**src/rtl/dp_ram_pkg.sv**
```systemverilog
// Shared constants and types for the dual-port RAM port controller.
// Clear-sweep support is selected with the DP_RAM_CTRL_CLEAR_EN macro.
package dp_ram_pkg;
  localparam int DATA_WIDTH_DEF = 8;
  localparam int ADDR_WIDTH_DEF = 4;
  localparam int CREDIT_MAX     = 4;

  typedef enum logic {
    ST_CLEAR = 1'b0,
    ST_RUN   = 1'b1
  } state_e;
endpackage

```
**src/rtl/dp_ram_rsp_fifo.sv**
```systemverilog
// Four-entry read-response buffer; push and pop may share an edge.
module dp_ram_rsp_fifo
  import dp_ram_pkg::*;
#(
  parameter int DATA_WIDTH = DATA_WIDTH_DEF
) (
  input  logic                  clk,
  input  logic                  rst,
  input  logic                  push,
  input  logic [DATA_WIDTH-1:0] wdata,
  input  logic                  pop,
  output logic [DATA_WIDTH-1:0] rdata,
  output logic                  valid
);
  logic [DATA_WIDTH-1:0] mem_q [CREDIT_MAX];
  logic [DATA_WIDTH-1:0] mem_d [CREDIT_MAX];
  logic [1:0] wr_ptr_q, wr_ptr_d;
  logic [1:0] rd_ptr_q, rd_ptr_d;
  logic [2:0] count_q, count_d;

  // Next-state of storage, pointers and occupancy.
  always_comb begin
    mem_d    = mem_q;
    wr_ptr_d = wr_ptr_q;
    rd_ptr_d = rd_ptr_q;
    count_d  = count_q;
    if (push) begin
      mem_d[wr_ptr_q] = wdata;
      wr_ptr_d        = wr_ptr_q + 2'd1;
    end else begin
      wr_ptr_d = wr_ptr_q;
    end
    if (pop) begin
      rd_ptr_d = rd_ptr_q + 2'd1;
    end else begin
      rd_ptr_d = rd_ptr_q;
    end
    case ({push, pop})
      2'b10:   count_d = count_q + 3'd1;
      2'b01:   count_d = count_q - 3'd1;
      default: count_d = count_q;
    endcase
  end

  // State registers.
  always_ff @(posedge clk) begin
    if (rst) begin
      for (int i = 0; i < CREDIT_MAX; i++) mem_q[i] <= '0;
      wr_ptr_q <= 2'd0;
      rd_ptr_q <= 2'd0;
      count_q  <= 3'd0;
    end else begin
      mem_q    <= mem_d;
      wr_ptr_q <= wr_ptr_d;
      rd_ptr_q <= rd_ptr_d;
      count_q  <= count_d;
    end
  end

  assign valid = (count_q != 3'd0);
  assign rdata = valid ? mem_q[rd_ptr_q] : '0;
endmodule

```
**src/rtl/dp_ram_port_ctrl.sv**
```systemverilog
// Credit-limited request/response controller for one dp_ram port, read latency 3 edges.
// Define DP_RAM_CTRL_CLEAR_EN to zero the RAM with a sweep after every reset.
module dp_ram_port_ctrl
  import dp_ram_pkg::*;
#(
  parameter int DATA_WIDTH = DATA_WIDTH_DEF,
  parameter int ADDR_WIDTH = ADDR_WIDTH_DEF
) (
  input  logic                  clk,
  input  logic                  rst,
  input  logic                  req_valid,
  output logic                  req_ready,
  input  logic                  req_wr,
  input  logic [ADDR_WIDTH-1:0] req_addr,
  input  logic [DATA_WIDTH-1:0] req_wdata,
  output logic                  rsp_valid,
  input  logic                  rsp_ready,
  output logic [DATA_WIDTH-1:0] rsp_rdata,
  output logic                  busy,
  output logic                  ram_wr,
  output logic [ADDR_WIDTH-1:0] ram_addr,
  output logic [DATA_WIDTH-1:0] ram_din,
  input  logic [DATA_WIDTH-1:0] ram_dout
);
`ifdef DP_RAM_CTRL_CLEAR_EN
  localparam state_e ST_INIT = ST_CLEAR;
`else
  localparam state_e ST_INIT = ST_RUN;
`endif

  state_e                state_q, state_d;
  logic                  active_q, active_d;
  logic [ADDR_WIDTH-1:0] clr_addr_q, clr_addr_d;
  logic                  ram_wr_q, ram_wr_d;
  logic [ADDR_WIDTH-1:0] ram_addr_q, ram_addr_d;
  logic [DATA_WIDTH-1:0] ram_din_q, ram_din_d;
  logic                  rd_p1_q, rd_p1_d;
  logic                  rd_p2_q, rd_p2_d;
  logic [2:0]            credit_q, credit_d;
  logic                  accept_s, rd_accept_s, pop_s;

  // active_q keeps the controller idle for the first edge after reset releases.
  assign req_ready   = active_q && (state_q == ST_RUN) && (credit_q < 3'(CREDIT_MAX));
  assign accept_s    = req_valid && req_ready;
  assign rd_accept_s = accept_s && !req_wr;
  assign pop_s       = rsp_valid && rsp_ready;

  // FSM next state, RAM command register inputs and credit bookkeeping.
  always_comb begin
    state_d    = state_q;
    active_d   = 1'b1;
    clr_addr_d = clr_addr_q;
    ram_wr_d   = 1'b0;
    ram_addr_d = ram_addr_q;
    ram_din_d  = ram_din_q;
    rd_p1_d    = rd_accept_s;
    rd_p2_d    = rd_p1_q;
    credit_d   = credit_q;
    case (state_q)
      ST_CLEAR: begin
        if (active_q) begin
          ram_wr_d   = 1'b1;
          ram_addr_d = clr_addr_q;
          ram_din_d  = '0;
          clr_addr_d = clr_addr_q + ADDR_WIDTH'(1);
          if (clr_addr_q == {ADDR_WIDTH{1'b1}}) begin
            state_d = ST_RUN;
          end else begin
            state_d = ST_CLEAR;
          end
        end else begin
          state_d = ST_CLEAR;
        end
      end
      ST_RUN: begin
        if (accept_s) begin
          ram_wr_d   = req_wr;
          ram_addr_d = req_addr;
          ram_din_d  = req_wdata;
        end else begin
          ram_wr_d = 1'b0;
        end
      end
      default: state_d = ST_INIT;
    endcase
    case ({rd_accept_s, pop_s})
      2'b10:   credit_d = credit_q + 3'd1;
      2'b01:   credit_d = credit_q - 3'd1;
      default: credit_d = credit_q;
    endcase
  end

  // State registers; reset drops every in-flight read.
  always_ff @(posedge clk) begin
    if (rst) begin
      state_q    <= ST_INIT;
      active_q   <= 1'b0;
      clr_addr_q <= '0;
      ram_wr_q   <= 1'b0;
      ram_addr_q <= '0;
      ram_din_q  <= '0;
      rd_p1_q    <= 1'b0;
      rd_p2_q    <= 1'b0;
      credit_q   <= 3'd0;
    end else begin
      state_q    <= state_d;
      active_q   <= active_d;
      clr_addr_q <= clr_addr_d;
      ram_wr_q   <= ram_wr_d;
      ram_addr_q <= ram_addr_d;
      ram_din_q  <= ram_din_d;
      rd_p1_q    <= rd_p1_d;
      rd_p2_q    <= rd_p2_d;
      credit_q   <= credit_d;
    end
  end

  assign ram_wr   = ram_wr_q;
  assign ram_addr = ram_addr_q;
  assign ram_din  = ram_din_q;

`ifdef DP_RAM_CTRL_CLEAR_EN
  assign busy = active_q && (state_q == ST_CLEAR);
`else
  assign busy = 1'b0;
`endif

  dp_ram_rsp_fifo #(.DATA_WIDTH(DATA_WIDTH)) u_rsp_fifo (
    .clk   (clk),
    .rst   (rst),
    .push  (rd_p2_q),
    .wdata (ram_dout),
    .pop   (pop_s),
    .rdata (rsp_rdata),
    .valid (rsp_valid)
  );
endmodule

```
**config.mk**
```make
export PLATFORM = sky130hd
export DESIGN_NAME = dp_ram_port_ctrl
export DESIGN_NICKNAME = d
export VERILOG_FILES = /design/src/rtl/dp_ram_pkg.sv /design/src/rtl/dp_ram_rsp_fifo.sv /design/src/rtl/dp_ram_port_ctrl.sv
export SDC_FILE = /design/constraint.sdc
export NUM_CORES = 1
export LEC_CHECK = 0
export CAP_MARGIN = 20
export CORE_MARGIN = 2
export CORE_UTILIZATION = 56
export CTS_CLUSTER_SIZE = 14
export DETAILED_ROUTE_END_ITERATION = 8
export MAX_ROUTING_LAYER = met4
export PLACE_DENSITY = 0.84
export SKIP_LAST_GASP = 1
export SYNTH_ARGS = -nofsm -noshare
export SYNTH_HDL_FRONTEND = slang
export SYNTH_SLANG_ARGS = --single-unit
```
**constraint.sdc**
```tcl
create_clock -name clk -period 3.6 [get_ports clk]
set_input_delay 1.08 -clock clk [delete_from_list [all_inputs] [get_ports clk]]
set_output_delay 1.08 -clock clk [all_outputs]
set_load 0.1 [all_outputs]
```
==> results.sh <==
export IMPL_final_hold_viol_count=0
export IMPL_seqPwrFrac_pct=45.9
export IMPL_ant_nets=0
export IMPL_grt_pass1_vias=2109
export IMPL_std_cell_rows=25
export IMPL_yosysUniqueCellTypes=34
export IMPL_clk_latency_ns=0.34
export IMPL_ff_latch_area_um2=1260
export IMPL_muxShareOfSynthArea_pct=10.8
export IMPL_final_util_pct=71.8
export IMPL_path_clk_slew_ns=0.06
export IMPL_io_buffers=47
export IMPL_critPathKind="flop to output pin"
export IMPL_critPathLaunchType="flop"
export IMPL_r2r_slack_ns=1.40
export IMPL_wl_per_cell_um=14.1
export IMPL_first_iter_violations=208
export IMPL_antenna_found_initial=0
export IMPL_tightestPinTransition_ns=0.625
export IMPL_power_density_nw_per_um2=466
export IMPL_synthArstFlopShare_pct=0
export IMPL_drt_wl_total_um=5830
export IMPL_nets=376
export IMPL_synth_compound_gate_area_share_pct=11.1
export IMPL_viasPerCell=5.38
export IMPL_dp_hpwl_um=3840
export IMPL_switching_share_pct=25.4
export IMPL_timing_final_crit_share_pct=86.4
export IMPL_cp_required_ns=2.52
export IMPL_cts_tree="done"
export IMPL_die_area_um2=5490
export IMPL_max_stage_delay_ns=0.72
export IMPL_syn_area_um2=2750
export IMPL_final_cell_count_no_fill=413
export IMPL_cp_num_buf_inv=1
export IMPL_synth_xor_area_share_pct=2.55
export IMPL_multi_input_area_um2=1350
export IMPL_peakVddDrop_mv=0.423
export IMPL_post_route_drc_count=0
export IMPL_synth_top_family_by_area="simple AND/OR/NAND/NOR gates"
export IMPL_gr_total_overflow=0
export IMPL_min_path_type="flop to flop"
export IMPL_setup_violations_final=0
export IMPL_fin_skew_ns=0.00489
export IMPL_cts_buffers_inserted=9
export IMPL_grt_usage_pct=23.8
export IMPL_arrival_ns=2.03
export IMPL_htreeDepth=3
export IMPL_syn_area_per_cell_um2=9.14
export IMPL_core_um2=4720
export IMPL_die_w_um=74.1
export IMPL_ys_ff_latch=63
export IMPL_cts_buffer_depth=2
export IMPL_start_util_pct=58.3
export IMPL_synth_fp_nets=335
export IMPL_layout_setup_ws_ns=0.489
export IMPL_cp_end_kind="output pin"
export IMPL_path_cells="mux4_2, nor2b_1, buf_4"
export IMPL_period_needed_ns=3.11
export IMPL_synth_fa_ha_area_share_pct=4.64
export IMPL_num_vias=2220
export IMPL_yosys_warnings=0
export IMPL_synth_seq_area_share_pct=45.8
export IMPL_ios=49
export IMPL_dp_slack_ns=0.418
export IMPL_crit_slowest_cell="dfxtp_1"
export IMPL_status="finished, final reports clean"
export IMPL_drive_gt1_share_pct=16.2
export IMPL_slew_limit_headroom_pct=58.2
export IMPL_rsz0062_at_grt="no"
export IMPL_synth_edff_count=0
export IMPL_clkSinkCount=63
export IMPL_p_switching_mw=0.401
export IMPL_leakagePower_nw=1.25
export IMPL_cts_hold_buffers=0
export IMPL_area_delta_synth_final_pct=23.2
export IMPL_clockRootBuffer="clkbuf_8"
export IMPL_cts_setup_buffers=0
export IMPL_path_delay_family="flip-flops"
export IMPL_synth_ff_type="dfxtp_1"
export IMPL_syn_inst=301
export IMPL_synthSimpleGateAreaFrac_pct=19.7
export IMPL_dp_cells=398
export IMPL_grt_max_degree=39
export IMPL_fmax_mhz=321
export IMPL_diodes=0
export IMPL_grt_pass1_wl_um=9530
export IMPL_drv_slew=0
export IMPL_path_max_fanout=10
export IMPL_internal_power_mw=1.18
export IMPL_gp_congestion=0.776
export IMPL_combPwrFrac_pct=12.3
export IMPL_postCtsResizedCells=0
export IMPL_setup_tns_ns=0
export IMPL_first_pass_iters=4
export IMPL_pwr_share_clk_pct=41.8
export IMPL_maxCapViolations=0
export IMPL_fillCellCount=368
export IMPL_die_h_um=74.1
## state kept, by name (all words and copies together), names as in the netlist
| signal | count |
|---|---|
| u_rsp_fifo.wr_ptr_q | 2 |
| ram_din | 8 |
| credit_q | 3 |
| u_rsp_fifo.count_q | 3 |
| ram_wr | 1 |
| clr_addr_q | 4 |
| u_rsp_fifo.rd_ptr_q | 2 |
| state_q | 1 |
| rd_p1_q | 1 |
| u_rsp_fifo.mem_q | 32 |
| active_q | 1 |
| ram_addr | 4 |
| rd_p2_q | 1 |
## area by class of cell
cell class	count	area share, %
clock buffer	11	4.17
clock inverter	4	2.07
inverter	14	1.55
multi-input combinational	204	39.7
sequential	63	37.2
tap	67	2.47
timing repair buffer	50	12.8
## cells in the final DEF (no fill, tap or decap), drive strengths merged, types with 4 or more instances in the layout
master,n
clkdlybuf4s50,24
dfxtp,63
nand2,45
inv,14
mux2i,6
nor2,14
nor2b,12
xor2,6
o21ai,4
clkbuf,11
a21oi,37
nand3,33
ha,7
a22o,9
mux2,5
mux4,8
buf,26
## worst reg2reg max path: stages, from the launching register on
cell and delay, ns:
dfxtp_1 0.57, nand4b_1 0.23, or2_2 0.33, ha_1 0.22, inv_1 0.07, fa_1 0.17, xor2_1 0.08, or3_1 0.31
a21oi_1 0.14
## cell usage after synthesis (all sizes together), types with 6 or more instances
| cell type | n | share of area, % |
|---|---|---|
| a21oi | 37 | 6.7 |
| a22o | 9 | 2.9 |
| buf | 11 | 2.1 |
| clkbuf | 9 | 1.2 |
| dfxtp | 63 | 46 |
| ha | 7 | 3.2 |
| inv | 14 | 1.9 |
| mux2i | 6 | 2.2 |
| mux4 | 8 | 6.5 |
| nand2 | 45 | 6.1 |
| nand3 | 33 | 6.0 |
| nor2 | 14 | 2.0 |
| nor2b | 12 | 3.0 |
| xor2 | 6 | 1.9 |
## per-stage QoR
stage | hold WS (ns) | area [µm²] | power [mW]
final | 0.443 | 3390 | 1.58
after floorplan | 0.414 | 2750 | 0.874
after global routing | 0.460 | 3390 | 1.64
after detailed placement | 0.428 | 3180 | 0.935
after CTS | 0.443 | 3390 | 1.59
after global placement | 0.432 | 3180 | 0.931
## final timing paths
path / start / to / depth (start not counted)
min: rd_p1_q$_SDFF_PP0_ / rd_p2_q$_SDFF_PP0_ / 1
min reg2reg: rd_p1_q$_SDFF_PP0_ / rd_p2_q$_SDFF_PP0_ / 1
max: u_rsp_fifo.rd_ptr_q[0]$_SDFFE_PP0P_ / rsp_rdata[2] / 3
max reg2reg: state_q$_SDFF_PP1_ / credit_q[2]$_SDFFE_PP0P_ / 8
## layer usage
metal / vias to the layer above / share of wire, % / GRT usage (%)
met5: - / 0 / -
met4: 0 / 2.3 / 11.5
met3: 14 / 5.8 / 5.42
met2: 77 / 46 / 34.3
met1: 1020 / 46 / 31.5
li1: 1109 / - / -
## power by group through the flow
stage / combinational, mW / clock (mW) / sequential, mW
4_1_cts: 0.195 / 0.672 / 0.725
5_1_grt: 0.206 / 0.702 / 0.727
3_3_place_gp: 0.191 / 0 / 0.740
2_1_floorplan: 0.0831 / 0 / 0.791
6_report: 0.194 / 0.660 / 0.725
3_5_place_dp: 0.195 / 0 / 0.740
## cells by family (layout without fill, tap and decap cells)
kind of cell | Yosys count | count (layout)
and+or+nand+nor | 115 | 115
DFF | 63 | 63
AOI/OAI and AO/OA | 52 | 52
buffers and inverters | 34 | 79
muxes | 19 | 19
adders and majority gates | 9 | 9
xor gates and xnor gates | 8 | 8
other | 1 | 1
No activity file was read; power rests on OpenSTA's default activity.
